===== config.mk =====
export PLATFORM = sky130hd
export DESIGN_NAME = muldiv_unit
export DESIGN_NICKNAME = d
export VERILOG_FILES = /design/src/rtl/mips_pkg.sv /design/src/rtl/div_iter.sv /design/src/rtl/muldiv_unit.sv
export SDC_FILE = /design/constraint.sdc
export NUM_CORES = 1
export LEC_CHECK = 0
export BUFFER_PORTS_ARGS = -buffer_cell sky130_fd_sc_hd__buf_4
export CAP_MARGIN = 20
export CORE_ASPECT_RATIO = 1.5
export CORE_UTILIZATION = 48
export CTS_CLUSTER_DIAMETER = 150
export DETAILED_ROUTE_END_ITERATION = 16
export PLACE_DENSITY = 0.72
export SETUP_SLACK_MARGIN = 0.2
export SYNTH_ARGS = -nofsm -noshare
export SYNTH_HDL_FRONTEND = slang
export SYNTH_SLANG_ARGS = --single-unit

===== constraint.sdc =====
create_clock -name clk -period 6 [get_ports clk]
set_clock_uncertainty 0.15 [all_clocks]
set_input_delay 0.3 -clock clk [delete_from_list [all_inputs] [get_ports clk]]
set_output_delay 0.3 -clock clk [all_outputs]
set_load 0.02 [all_outputs]

===== src/rtl/mips_pkg.sv =====
// Shared MIPS execute-stage types for the HI/LO multiply/divide unit.
package mips_pkg;

   // Opcodes for the HI/LO unit; encodings 6 and 7 are accepted and dropped.
   typedef enum logic [2:0] {
      MD_MULT  = 3'd0,
      MD_MULTU = 3'd1,
      MD_DIV   = 3'd2,
      MD_DIVU  = 3'd3,
      MD_MTHI  = 3'd4,
      MD_MTLO  = 3'd5
   } md_op_t;

   // Control states of the iterative unit.
   typedef enum logic [1:0] {
      IDLE = 2'd0,
      RUN  = 2'd1,
      DONE = 2'd2
   } md_state_t;

endpackage


===== src/rtl/div_iter.sv =====
// One restoring-divide step on unsigned magnitudes: shift the next dividend
// bit into the partial remainder, subtract the divisor if it fits, and shift
// the resulting quotient bit into the low end of the quotient register.
module div_iter #(
   parameter int DATA_W = 32
) (
   input  logic [DATA_W-1:0] rem_in,
   input  logic [DATA_W-1:0] quo_in,
   input  logic [DATA_W-1:0] divisor,
   output logic [DATA_W-1:0] rem_out,
   output logic [DATA_W-1:0] quo_out
);

   logic [DATA_W:0] shifted;
   logic            fits;

   // Trial subtraction. The partial remainder is always below the divisor,
   // so the difference fits in DATA_W bits whenever the subtraction succeeds.
   always_comb begin
      shifted = {rem_in, quo_in[DATA_W-1]};
      fits    = (shifted >= {1'b0, divisor});
      rem_out = fits ? (shifted[DATA_W-1:0] - divisor) : shifted[DATA_W-1:0];
      quo_out = {quo_in[DATA_W-2:0], fits};
   end

endmodule


===== src/rtl/muldiv_unit.sv =====
// Multi-cycle HI/LO unit: iterative MULT/MULTU/DIV/DIVU on magnitudes with a
// final sign fix-up, single-cycle MTHI/MTLO, and the architectural HI/LO.
module muldiv_unit
   import mips_pkg::*;
#(
   parameter int DATA_W = 32
) (
   input  logic              clk,
   input  logic              reset,
   input  logic              in_valid,
   output logic              in_ready,
   input  logic [2:0]        op,
   input  logic [DATA_W-1:0] in1,
   input  logic [DATA_W-1:0] in2,
   input  logic              flush,
   output logic              busy,
   output logic              done,
   output logic [DATA_W-1:0] hi,
   output logic [DATA_W-1:0] lo
);

   localparam int               CNT_W    = (DATA_W > 1) ? $clog2(DATA_W) : 1;
   localparam logic [CNT_W-1:0] CNT_LAST = CNT_W'(DATA_W - 1);

   // Two's-complement negate of one word when neg is set.
   function automatic logic [DATA_W-1:0] fix_word(input logic [DATA_W-1:0] v,
                                                  input logic              neg);
      return neg ? -v : v;
   endfunction

   // Two's-complement negate of a double-width product when neg is set.
   function automatic logic [2*DATA_W-1:0] fix_dword(input logic [2*DATA_W-1:0] v,
                                                     input logic                neg);
      return neg ? -v : v;
   endfunction

   md_op_t              op_e;
   md_state_t           state, state_nxt;
   logic [CNT_W-1:0]    cnt;

   // Iteration registers: upper/lower form the 2*DATA_W accumulator for a
   // multiply, and the partial remainder / quotient pair for a divide.
   logic [DATA_W-1:0]   upper, lower, opnd;
   logic                is_div, neg_q, neg_r;

   logic                accept, start_md, last_step, signed_op, op_is_div, s1, s2;
   logic [DATA_W-1:0]   mag1, mag2;
   logic [DATA_W:0]     add_sum;
   logic [DATA_W-1:0]   mul_up_n, mul_lo_n, div_up_n, div_lo_n, up_n, lo_n;
   logic [DATA_W-1:0]   hi_res, lo_res;
   logic [2*DATA_W-1:0] prod_fix;

   assign op_e      = md_op_t'(op);
   assign in_ready  = (state == IDLE);
   assign busy      = (state != IDLE);
   assign done      = (state == DONE);

   // A flush in IDLE swallows the request presented in the same cycle.
   assign accept    = in_valid && in_ready && !flush;
   assign op_is_div = (op_e == MD_DIV) || (op_e == MD_DIVU);
   assign start_md  = accept && ((op_e == MD_MULT) || (op_e == MD_MULTU) || op_is_div);
   assign signed_op = (op_e == MD_MULT) || (op_e == MD_DIV);
   assign s1        = signed_op && in1[DATA_W-1];
   assign s2        = signed_op && in2[DATA_W-1];
   assign mag1      = fix_word(in1, s1);
   assign mag2      = fix_word(in2, s2);
   assign last_step = (state == RUN) && (cnt == CNT_LAST);

   div_iter #(.DATA_W(DATA_W)) u_div_iter (
      .rem_in  (upper),
      .quo_in  (lower),
      .divisor (opnd),
      .rem_out (div_up_n),
      .quo_out (div_lo_n)
   );

   // Shift-add multiply step, operand select, and sign fix-up of the final result.
   always_comb begin
      add_sum  = {1'b0, upper} + (lower[0] ? {1'b0, opnd} : {(DATA_W+1){1'b0}});
      mul_up_n = add_sum[DATA_W:1];
      mul_lo_n = {add_sum[0], lower[DATA_W-1:1]};
      up_n     = is_div ? div_up_n : mul_up_n;
      lo_n     = is_div ? div_lo_n : mul_lo_n;
      prod_fix = fix_dword({up_n, lo_n}, neg_q);
      hi_res   = is_div ? fix_word(up_n, neg_r) : prod_fix[2*DATA_W-1:DATA_W];
      lo_res   = is_div ? fix_word(lo_n, neg_q) : prod_fix[DATA_W-1:0];
   end

   // Next-state logic; flush abandons an op before its results commit.
   always_comb begin
      state_nxt = state;
      case (state)
         IDLE:    if (start_md) state_nxt = RUN;
         RUN:     if (flush) state_nxt = IDLE;
                  else if (last_step) state_nxt = DONE;
         DONE:    state_nxt = IDLE;
         default: state_nxt = IDLE;
      endcase
   end

   // Operand latch at accept, then one iteration per RUN cycle.
   always_ff @(posedge clk) begin
      if (start_md) begin
         upper  <= '0;
         lower  <= op_is_div ? mag1 : mag2;
         opnd   <= op_is_div ? mag2 : mag1;
         is_div <= op_is_div;
         neg_q  <= s1 ^ s2;
         neg_r  <= s1;
      end else if (state == RUN) begin
         upper  <= up_n;
         lower  <= lo_n;
      end
   end

   // State, iteration counter and architectural HI/LO.
   always_ff @(posedge clk) begin
      if (reset) begin
         state <= IDLE;
         cnt   <= '0;
         hi    <= '0;
         lo    <= '0;
      end else begin
         state <= state_nxt;
         if (start_md)
            cnt <= '0;
         else if (state == RUN)
            cnt <= cnt + CNT_W'(1);
         if (accept && (op_e == MD_MTHI))
            hi <= in1;
         if (accept && (op_e == MD_MTLO))
            lo <= in1;
         if (last_step && !flush) begin
            hi <= hi_res;
            lo <= lo_res;
         end
      end
   end

endmodule


==> metrics, run 1 <==
core area=0.0326 mm^2; Synth warnings=0; Layout area overhead=12.6%; Post-synth EDFFs=67; die area=0.0340 mm^2; Worst Tran Pin Value=1.06 ns; CP Max Fanout=16; worst r2r path cells=16; Post-synth top flop=dfxtp_1; Reg area=0.00407 mm^2; share of the synthesized area in the top cell type=12.9%; Slew Limit Headroom=28.9%; vias per cell=6.56; Setup WS pre-CTS=0.445 ns; Net Switching=2.09 mW; Final Core Density=55.0%; Final Max Tran Viols=0; Die Span X=151 um; starting density of the core=48.8%; Finished Layout Cells=2,511; clock buffer depth=2; status=complete, no violations; hold-critical path depth=2; Die H=225 um; TritonCTS buffer count=17; Final Wtd Congestion=1.11; Crit. End Element=flop; Clock Power Share=23.9%; pwr/cell area=268 mW/mm^2; type of origin of the critical path=flop; DRC violations left=0; multi-input logic area=0.0111 mm^2; vias in the first global route=16,200; gr usage total=36.1%; Int Pwr=2.72 mW; Crit Path Class=flop to flop; Final Net Count=2,224; Final WS setup=0.404 ns; worst min path class=input pin to flop; syn_nets=2,146; drt total wl=60.6 mm; CTS tree=yes; routed length per placed instance=24.1 um; DR pass1 iterations=5; RSZ-0062 raised after global routing=no; CTS sink cnt=170; via count=16,500; Clock Latency Late Sink=0.46 ns; sequential fraction of the synthesis area=25.6%; Synth area leader=dfxtp_1; Final HPWL DP=46.2 mm; worst vdd ir=0.211 mV; Synth Instances=2,003; Placed Cells=2,475; initial antenna violation count=3; clock slew seen by the registers of the worst setup and hold paths=0.07 ns; Flop pwr share=28.9%; Final Hold Vio Count=0; number of DRC markers in iteration 0=1,494; WP data arrival=5.79 ns; number of synthesized register bits=170; row count=81; layout cells sized above 1=13.8%; IO Port Bufs=137; CTS root buffer=clkbuf_16; ys async rst share=0%; post-synthesis cell area=0.0159 mm^2; Setup Total Neg Slack=0 ns; Ports=138; post-layout power=4.81 mW; Leak=7.32 nW; FMAX=179 MHz; share of power burned in combinational logic=47.2%; CP required=6.20 ns; GRT overflow=0; Final ANT Viol Nets=0; H-tree depth=4; first-pass GRT wire length=92.4 mm; Layout fillers=3,123; largest net degree at the start of global routing=92; Tcrit/Tclk final=93.3%; Unique masters post-synth=106; switching share of power=43.4%; Synth area leaders=dfxtp_1 13%, edfxtp_1 13%, mux2i_1 7.3%; Final setup viols=0; Syn Area/Cell=7.96 um^2; crit path time final=5.60 ns; Post-CTS Setup Inserts=0; Max-Cap Viols=0
[final cells by class]
type | count | share of cell area, %
well taps | 415 | 2.89
inverters | 71 | 1.48
flip-flops and latches | 170 | 22.7
multi-input cells | 1638 | 61.9
clock inverters | 12 | 0.760
clock buffers | 20 | 2.49
repair buffers | 183 | 7.75
diodes | 2 | 0.0279
[per-layer routing]
layer	global-route usage [%]	up-vias	wire (um)
met4	26.0	2	4780
met5	0	-	13
li1	-	7550	-
met2	60.9	828	29400
met1	40.5	7821	22300
met3	6.17	273	4080
[logic make-up (layout without fill, tap and decap cells)]
logic type                 Yosys count  count (layout)  synth area share [%]
AOI/OAI and AO/OA                  623             623                  26.8
xor gates and xnor gates           155             155                  8.52
adders and majority gates           72              72                  5.75
buffers and inverters              195             286                  4.99
DFF                                170             170                  25.6
muxes                              119             119                  7.50
other                                0               2                     0
and+or+nand+nor                    669             669                  20.9
[cells in the final DEF (no fill, tap or decap), types with 27 or more instances in the layout]
cell	Yosys	final
nor2_1	147	146
o21ai_0	96	96
and2_1	46	46
a211oi_1	92	91
dfxtp_1	103	103
ha_1	70	70
buf_4	4	180
edfxtp_1	67	67
xor2_1	75	75
a21o_1	27	27
nor3_1	59	59
nor2b_1	30	30
mux2i_1	116	116
xnor2_1	80	80
nand2_1	223	221
a21oi_1	193	191
inv_1	69	69
[stage by stage]
stage | hold WS (ns) | cell area, um^2
2_1_floorplan | 0.324 | 15900
3_3_place_gp | 0.352 | 17300
3_5_place_dp | 0.366 | 17300
4_1_cts | 0.0125 | 17900
5_1_grt | 0.0191 | 17900
6_report | 0.0211 | 18000
[power by group through the flow]
stage               clock (mW)  combinational [mW]  sequential, mW
floorplan                    0                1.52            1.38
global placement             0                2.18            1.41
detailed placement           0                2.18            1.41
CTS                       1.16                2.20            1.39
global route              1.20                2.43            1.40
finish                    1.15                2.27            1.39
[critical path, stage by stage (launching register included)]
cell and delay [ns]:
edfxtp_1 0.63, and2_1 0.25, ha_1 0.23, fa_1 0.45, a211oi_1 0.41, o211ai_1 0.25, a21boi_1 0.59, o32ai_1 0.27
buf_4 0.21, a21boi_0 0.20, xnor2_1 0.13, o32a_1 0.40, a211oi_1 0.46, nand4_1 0.20, nor3b_1 0.30, nor3_1 0.10
a211o_1 0.26
[registers in the layout (all words and copies together), names as in the netlist]
| name | cells |
|---|---|
| is_div | 1 |
| state | 2 |
| upper | 32 |
| cnt | 5 |
| lower | 32 |
| opnd | 32 |
| hi | 32 |
| lo | 32 |
| neg_r | 1 |
| neg_q | 1 |
[path summary, 6_finish.rpt]
kind              from        end  slack (ns)
min              op[0]      neg_q        0.02
min reg2reg  upper[31]  upper[31]        0.37
max reg2reg   lower[0]     hi[30]        0.40
max           lower[0]     hi[30]        0.40
[synth_stat cells (6+ instances only)]
cell type	instances
and3_1	10
a211oi_1	92
inv_1	69
nand2b_1	10
edfxtp_1	67
a21oi_1	193
and2_1	46
xor2_1	75
o21a_1	12
o21ai_0	96
xnor2_1	80
nand4_1	26
nand2_1	223
o21bai_1	12
o211ai_1	13
nor4_1	17
or3_1	14
clkbuf_1	80
nor3_1	59
ha_1	70
o22ai_1	7
nor2_1	147
buf_2	21
nor2b_1	30
o311ai_0	6
nand3_1	25
dfxtp_1	103
mux2i_1	116
or4_1	9
a21o_1	27
a31oi_1	17
a22o_1	15
a21boi_0	8
o21ai_1	7
buf_1	16
nor3b_1	10
o41ai_1	6
o31ai_1	20
[timing repair]
action | CTS | global route
gates resized for setup | 0 | 5
endpoints found under the hold margin | 2 | 0
hold buffers | 2 | 0
setup endpoints to repair | 0 | 8
(Power assumes the default switching activity.)
==> run 2: changes to the inputs <==
--- a/config.mk
+++ b/config.mk
@@ -7,7 +7,7 @@
 export LEC_CHECK = 0
 export BUFFER_PORTS_ARGS = -buffer_cell sky130_fd_sc_hd__buf_4
 export CAP_MARGIN = 20
-export CORE_ASPECT_RATIO = 1.5
+export CORE_ASPECT_RATIO = 0.5
 export CORE_UTILIZATION = 48
 export CTS_CLUSTER_DIAMETER = 150
 export DETAILED_ROUTE_END_ITERATION = 16
==> run 2 against run 1 <==
Non-clock buffer count shrank 4. Combinational power is essentially flat. Die area is essentially flat. Core utilization grew 0.83 points. Worst hold slack lost 0.0082 ns. Critical path depth shrank 2. Via count shrank 0.44%. Total power grew 1.5%. Sequential power is essentially flat. First-iteration DRC count grew 38%. Critical endpoint is now hi[31]. Highest routed layer is now met4.
==> metrics, run 2 (synthesis results as in run 1) <==
worst vdd ir=0.232 mV (+9.9%); Max stage delay cell, worst path=a211oi_1; type of origin of the critical path=flop; Critical path destination=hi[31]; DP Area=0.0173 mm^2 (-0.18%); number of DRC markers in iteration 0=2,064 (+38%); worst path cell trace=buf_4 -> and2_1 -> ha_1 -> a21oi_1 -> a21oi_1 -> nand4_1 -> a211oi_1 -> a21oi_1 -> o41ai_1 -> mux2_2 -> a211oi_1 -> o41ai_1 -> a21o_1 -> o211ai_1; Reg-to-Reg Start=lower[0]; worst r2r path cells=14 (-2); Largest stage delay, worst path=0.73 ns (+0.10 ns); Clock Latency Late Sink=0.47 ns (about the same); Final Cell Area=0.0180 mm^2 (about the same); Leak=7.33 nW (+0.12%); CP Max Fanout=17 (+1); clock buffer depth=2 (unchanged); vias per cell=6.50 (-0.92%); Layout area overhead=12.7% (about the same); Final Hold Vio Count=0 (unchanged); Ports=138 (unchanged); most frequent cells in the layout=222 x nand2_1, 193 x a21oi_1, 173 x buf_4; Crit path top cell by count=a21oi_1; WP data arrival=5.84 ns (+0.05 ns); largest net degree at the start of global routing=92 (unchanged); Final HPWL DP=45.5 mm (-1.5%); Crit Path Class=flop to flop; Slew Limit Headroom=27.9% (-0.97 points); Final ANT Viol Nets=0 (unchanged); crit path time final=5.60 ns (+0.00383 ns); FMAX=179 MHz (about the same); CTS root buffer=clkbuf_16; Worst Tran Pin Value=1.08 ns (+0.0173 ns); starting density of the core=49.5% (+0.70 points); core area=0.0322 mm^2 (-1.4%); Tcrit/Tclk final=93.3% (about the same); Final setup viols=0 (unchanged); RSZ-0062 raised after global routing=yes; Crit Reg-Reg Endpoint=hi[31]; clock slew seen by the registers of the worst setup and hold paths=0.07 ns (about the same); Final Net Count=2,220 (-0.18%); Final Wtd Congestion=1.01 (-8.5%); layout cells sized above 1=13.3% (-0.40 points); Critical Path Start=lower[0]; Post-CTS Setup Inserts=0 (unchanged); Die Span X=260 um (+72%); DR pass1 iterations=8 (+3); IO Port Bufs=137 (unchanged); vias in the first global route=14,700 (-9.1%); Worst R2R Setup Slack=0.40 ns (about the same); worst min path class=input pin to flop; status=complete, no violations; Max-Cap Viols=0 (unchanged); via count=16,400 (-0.44%); CTS tree=yes; H-tree depth=4 (unchanged); GRT overflow=0 (unchanged); Setup Total Neg Slack=0 ns (unchanged); Final Max Tran Viols=0 (unchanged); commonest non-fill, non-tap cell in the layout=nand2_1; CP required=6.24 ns (+0.04 ns); Crit. End Element=flop; TritonCTS buffer count=17 (unchanged); Die H=131 um (-42%); CTS sink cnt=170 (unchanged); initial antenna violation count=4 (+1); row count=46 (-43%); routed length per placed instance=24.1 um (-0.32%); pwr/cell area=272 mW/mm^2 (+1.4%); first-pass GRT wire length=89.3 mm (-3.4%); Final Core Density=55.8% (+0.83 points); die area=0.0340 mm^2 (about the same); drt total wl=60.7 mm (+0.15%); gr usage total=35.0% (-1.1 points); DRC violations left=0 (unchanged)
-- run 2: cell types whose count changed in the layout (fill, tap and decap cells not counted), sizes merged --
| cell | before | now |
|---|---|---|
| clkinv | 4 | 7 |
| buf | 181 | 174 |
| inv | 75 | 73 |
| clkinvlp | 2 | 1 |
| diode | 2 | 1 |
| dlygate4sd3 | 2 | 4 |
| dlymetal6s2s | 0 | 1 |
-- run 2: worst min-delay path by stage --
stage,cells after the start,slack (ns),start,end
finish,2,0.01,op[0],neg_q
global route,2,0.02,op[0],neg_q
CTS,2,0.006,op[0],neg_q
detailed placement,2,0.35,upper[4],upper[4]
global placement,2,0.35,upper[4],upper[4]
floorplan,2,0.32,upper[12],upper[12]
-- run 2: routing by layer --
layer | GRT usage (%) | part of all wire, % | vias up
met5 | 0 | 0 | -
met4 | 10.9 | 2.9 | 0
met3 | 8.49 | 12 | 146
met2 | 51.4 | 41 | 963
met1 | 50.2 | 44 | 7768
li1 | - | - | 7524
-- run 2: per-stage QoR --
stage                     cells  hold slack, ns  total power [mW]  setup slack [ns]
after floorplan            2003           0.324              2.91              1.18
after global routing       2522          0.0239              5.06             0.198
after CTS                  2521         0.00595              4.78             0.389
after global placement     2485           0.345              3.60             0.361
after detailed placement   2485           0.352              3.59             0.425
final                      2523          0.0129              4.88             0.400
-- run 2: area by class of cell --
class | count | area, um^2
Tap cell | 432 | 541
Inverter | 71 | 267
Clock inverter | 12 | 136
Timing Repair Buffer | 179 | 1370
Sequential cell | 170 | 4070
Multi-Input combinational cell | 1638 | 11100
Fill cell | 2924 | 14200
Antenna cell | 1 | 2.50
Clock buffer | 20 | 468
-- run 2: power by group --
group          internal [mW]  switching [mW]  total [mW]
Clock                  0.653           0.539        1.19
Sequential              1.29          0.0992        1.39
Combinational          0.795            1.51        2.30
-- run 2: critical path, delay by kind of cell (launching register included) --
family          cells  cell delay (ns)
mux                 1             0.39
buf+inv             1             0.35
compound gates      9             3.24
flops               1             0.70
simple gates        2             0.32
fa+ha+maj           1             0.36
-- run 2: repair_timing --
item                       in CTS  in global routing
setup endpoints to repair       0                  3
gates resized for setup         0                  2
hold buffers                    4                  0
hold endpoints to repair        5                  0
==> run 3: changes to the inputs <==
--- a/config.mk
+++ b/config.mk
@@ -9,6 +9,7 @@
 export CAP_MARGIN = 20
 export CORE_ASPECT_RATIO = 0.5
 export CORE_UTILIZATION = 48
+export CTS_BUF_LIST = sky130_fd_sc_hd__clkbuf_16
 export CTS_CLUSTER_DIAMETER = 150
 export DETAILED_ROUTE_END_ITERATION = 16
 export PLACE_DENSITY = 0.72
==> constraint.sdc (replaced) <==
create_clock -name clk -period 6 [get_ports clk]
set_clock_uncertainty 0.15 [all_clocks]
set_input_delay 0 -clock clk [delete_from_list [all_inputs] [get_ports clk]]
set_output_delay 0 -clock clk [all_outputs]
set_load 0.02 [all_outputs]
==> run 3 against run 2 <==
Critical path depth rose by 1. Register-to-register slack got worse by 0.09 ns. Design area rose by 3.8%. Total power rose by 0.63%. Final cell count rose by 2.7%. Largest power group unchanged. Highest routed layer is now met5.
==> metrics, run 3 (synthesis results as in run 1) <==
status=complete, no violations; worst r2r path cells=15 (+1); Die H=131 um (unchanged); Leak=7.63 nW (+4.1%); RSZ-0062 raised after global routing=no; Final Hold Vio Count=0 (unchanged); drt total wl=61.9 mm (+1.9%); layer with the highest usage=met2; Final HPWL DP=45.5 mm (unchanged); Critical path destination=hi[21]; Final Max Tran Viols=0 (unchanged); Die Span X=260 um (unchanged); via count=16,800 (+2.4%); Max-Cap Viols=0 (unchanged); GRT overflow=0 (unchanged); Crit Reg-Reg Endpoint=hi[21]; type of origin of the critical path=flop; CTS root buffer=clkbuf_16; TritonCTS buffer count=17 (unchanged); vias in the first global route=15,200 (+3.4%); H-tree depth=4 (unchanged); CTS sink cnt=170 (unchanged); Reg-to-Reg Start=opnd[14]; WP data arrival=5.94 ns (+0.10 ns); Crit Path Class=flop to flop; Ports=138 (unchanged); DRC violations left=0 (unchanged); Layout fillers=2,862 (-2.1%); starting density of the core=49.5% (unchanged); initial antenna violation count=4 (unchanged); first-pass GRT wire length=91.1 mm (+2.0%); crit path time final=5.69 ns (+0.0858 ns); Worst R2R Setup Slack=0.31 ns (-0.09 ns); clock buffer depth=2 (unchanged); Final Wtd Congestion=1.01 (unchanged); clock slew seen by the registers of the worst setup and hold paths=0.07 ns (about the same); pwr/cell area=263 mW/mm^2 (-3.1%); Slew Limit Headroom=22.0% (-5.9 points); hold-critical path depth=5 (+3); Final Net Count=2,289 (+3.1%); Setup Total Neg Slack=0 ns (unchanged); met3 usage in global routing=10.4% (+1.9 points); Finished Layout Cells=2,592 (+2.7%); IO Port Bufs=137 (unchanged); Worst Tran Pin Value=1.17 ns (+0.0888 ns); Crit. End Element=flop; gr usage total=35.7% (+0.67 points); vias per cell=6.48 (-0.36%); Layout area overhead=17.0%; Critical Path Start=opnd[14]; CTS tree=yes; Placed Cells=2,485 (unchanged); row count=46 (unchanged); met1 Usage GRT=49.8% (-0.39 points); number of DRC markers in iteration 0=2,164 (+4.8%); DR pass1 iterations=8 (unchanged); worst min path class=input pin to flop; commonest non-fill, non-tap cell in the layout=nand2_1; FMAX=176 MHz (-1.5%); final hold slack=0.0375 ns (+0.0246 ns); die area=0.0340 mm^2 (unchanged); Final ANT Viol Nets=0 (unchanged); met2 usage=52.3% (+0.83 points); CP required=6.25 ns (about the same); layout cells sized above 1=13.1% (-0.24 points); Clock Latency Late Sink=0.46 ns (about the same); core area=0.0322 mm^2 (unchanged); worst vdd ir=0.232 mV (about the same); Final setup viols=0 (unchanged); largest net degree at the start of global routing=92 (unchanged); routed length per placed instance=23.9 um (-0.78%); most frequent cells in the layout=222 x nand2_1, 192 x a21oi_1, 177 x buf_4; CP Max Fanout=17 (unchanged); Tcrit/Tclk final=94.8% (+1.4 points)
==> run 3: cell count changes in the layout (fill, tap and decap cells not counted), sizes merged <==
cell and change:
buf +4, clkinv +1, clkbuf -2, dlygate4sd3 +65, inv +1
==> run 3: final cells by class <==
type                       count  area, um^2  share of cell area, %
clock buffer                  18         450                   2.41
clock inverter                14         144                  0.771
antenna                        1        2.50                 0.0134
multi-input combinational   1638       11100                   59.6
inverter                      71         267                   1.43
sequential                   170        4070                   21.8
timing repair buffer         248        2050                   11.0
tap                          432         541                   2.90
==> run 3: how the worst min path moves through the flow <==
stage | from | to | slack [ns]
5_1_grt | in2[22] | lower[22] | 0.08
3_3_place_gp | reset | hi[21] | 0.15
2_1_floorplan | flush | state[0] | 0.03
6_report | in2[22] | lower[22] | 0.04
3_5_place_dp | flush | state[0] | 0.15
4_1_cts | in2[22] | lower[22] | 0.005
==> run 3: power breakdown <==
group	total, mW	switching, mW	internal (mW)
Clock	1.17	0.535	0.639
Combinational	2.35	1.52	0.830
Sequential	1.39	0.0980	1.29
==> run 3: stage by stage <==
step	total power, mW	worst slack (ns)	instance area, um^2	utilization (%)
2_1_floorplan	2.91	1.18	15900	-
3_3_place_gp	3.60	0.361	17300	53.8
3_5_place_dp	3.59	0.425	17300	53.8
4_1_cts	4.79	0.274	18600	57.8
5_1_grt	5.09	0.221	18700	58.0
6_report	4.91	0.314	18700	58.0
==> run 3: worst max-delay path, stage by stage, from the launching register on <==
cell and delay, ns:
edfxtp_1 0.37, inv_1 0.06, ha_1 0.42, a21oi_1 0.30, o21ai_0 0.16, o21bai_1 0.26
o31a_2 0.49, nor2_2 0.93, o311a_1 0.51, o211ai_1 0.23, or3_1 0.37, nand2b_4 0.17
a21boi_2 0.17, nor4_1 0.08, a2111oi_2 0.33, dlygate4sd3_1 0.60
==> run 3: what timing repair did <==
item,in CTS,in global routing
endpoints found under the setup margin,0,5
endpoints found under the hold margin,103,0
buffers inserted,0,4
hold buffers,69,0
resized for setup,0,5
==> run 3: metal layers <==
layer	part of all wire, %	wire length (um)
met2	41	25600
met5	0.031	19
met4	3.3	2060
met3	13	7810
met1	43	26400
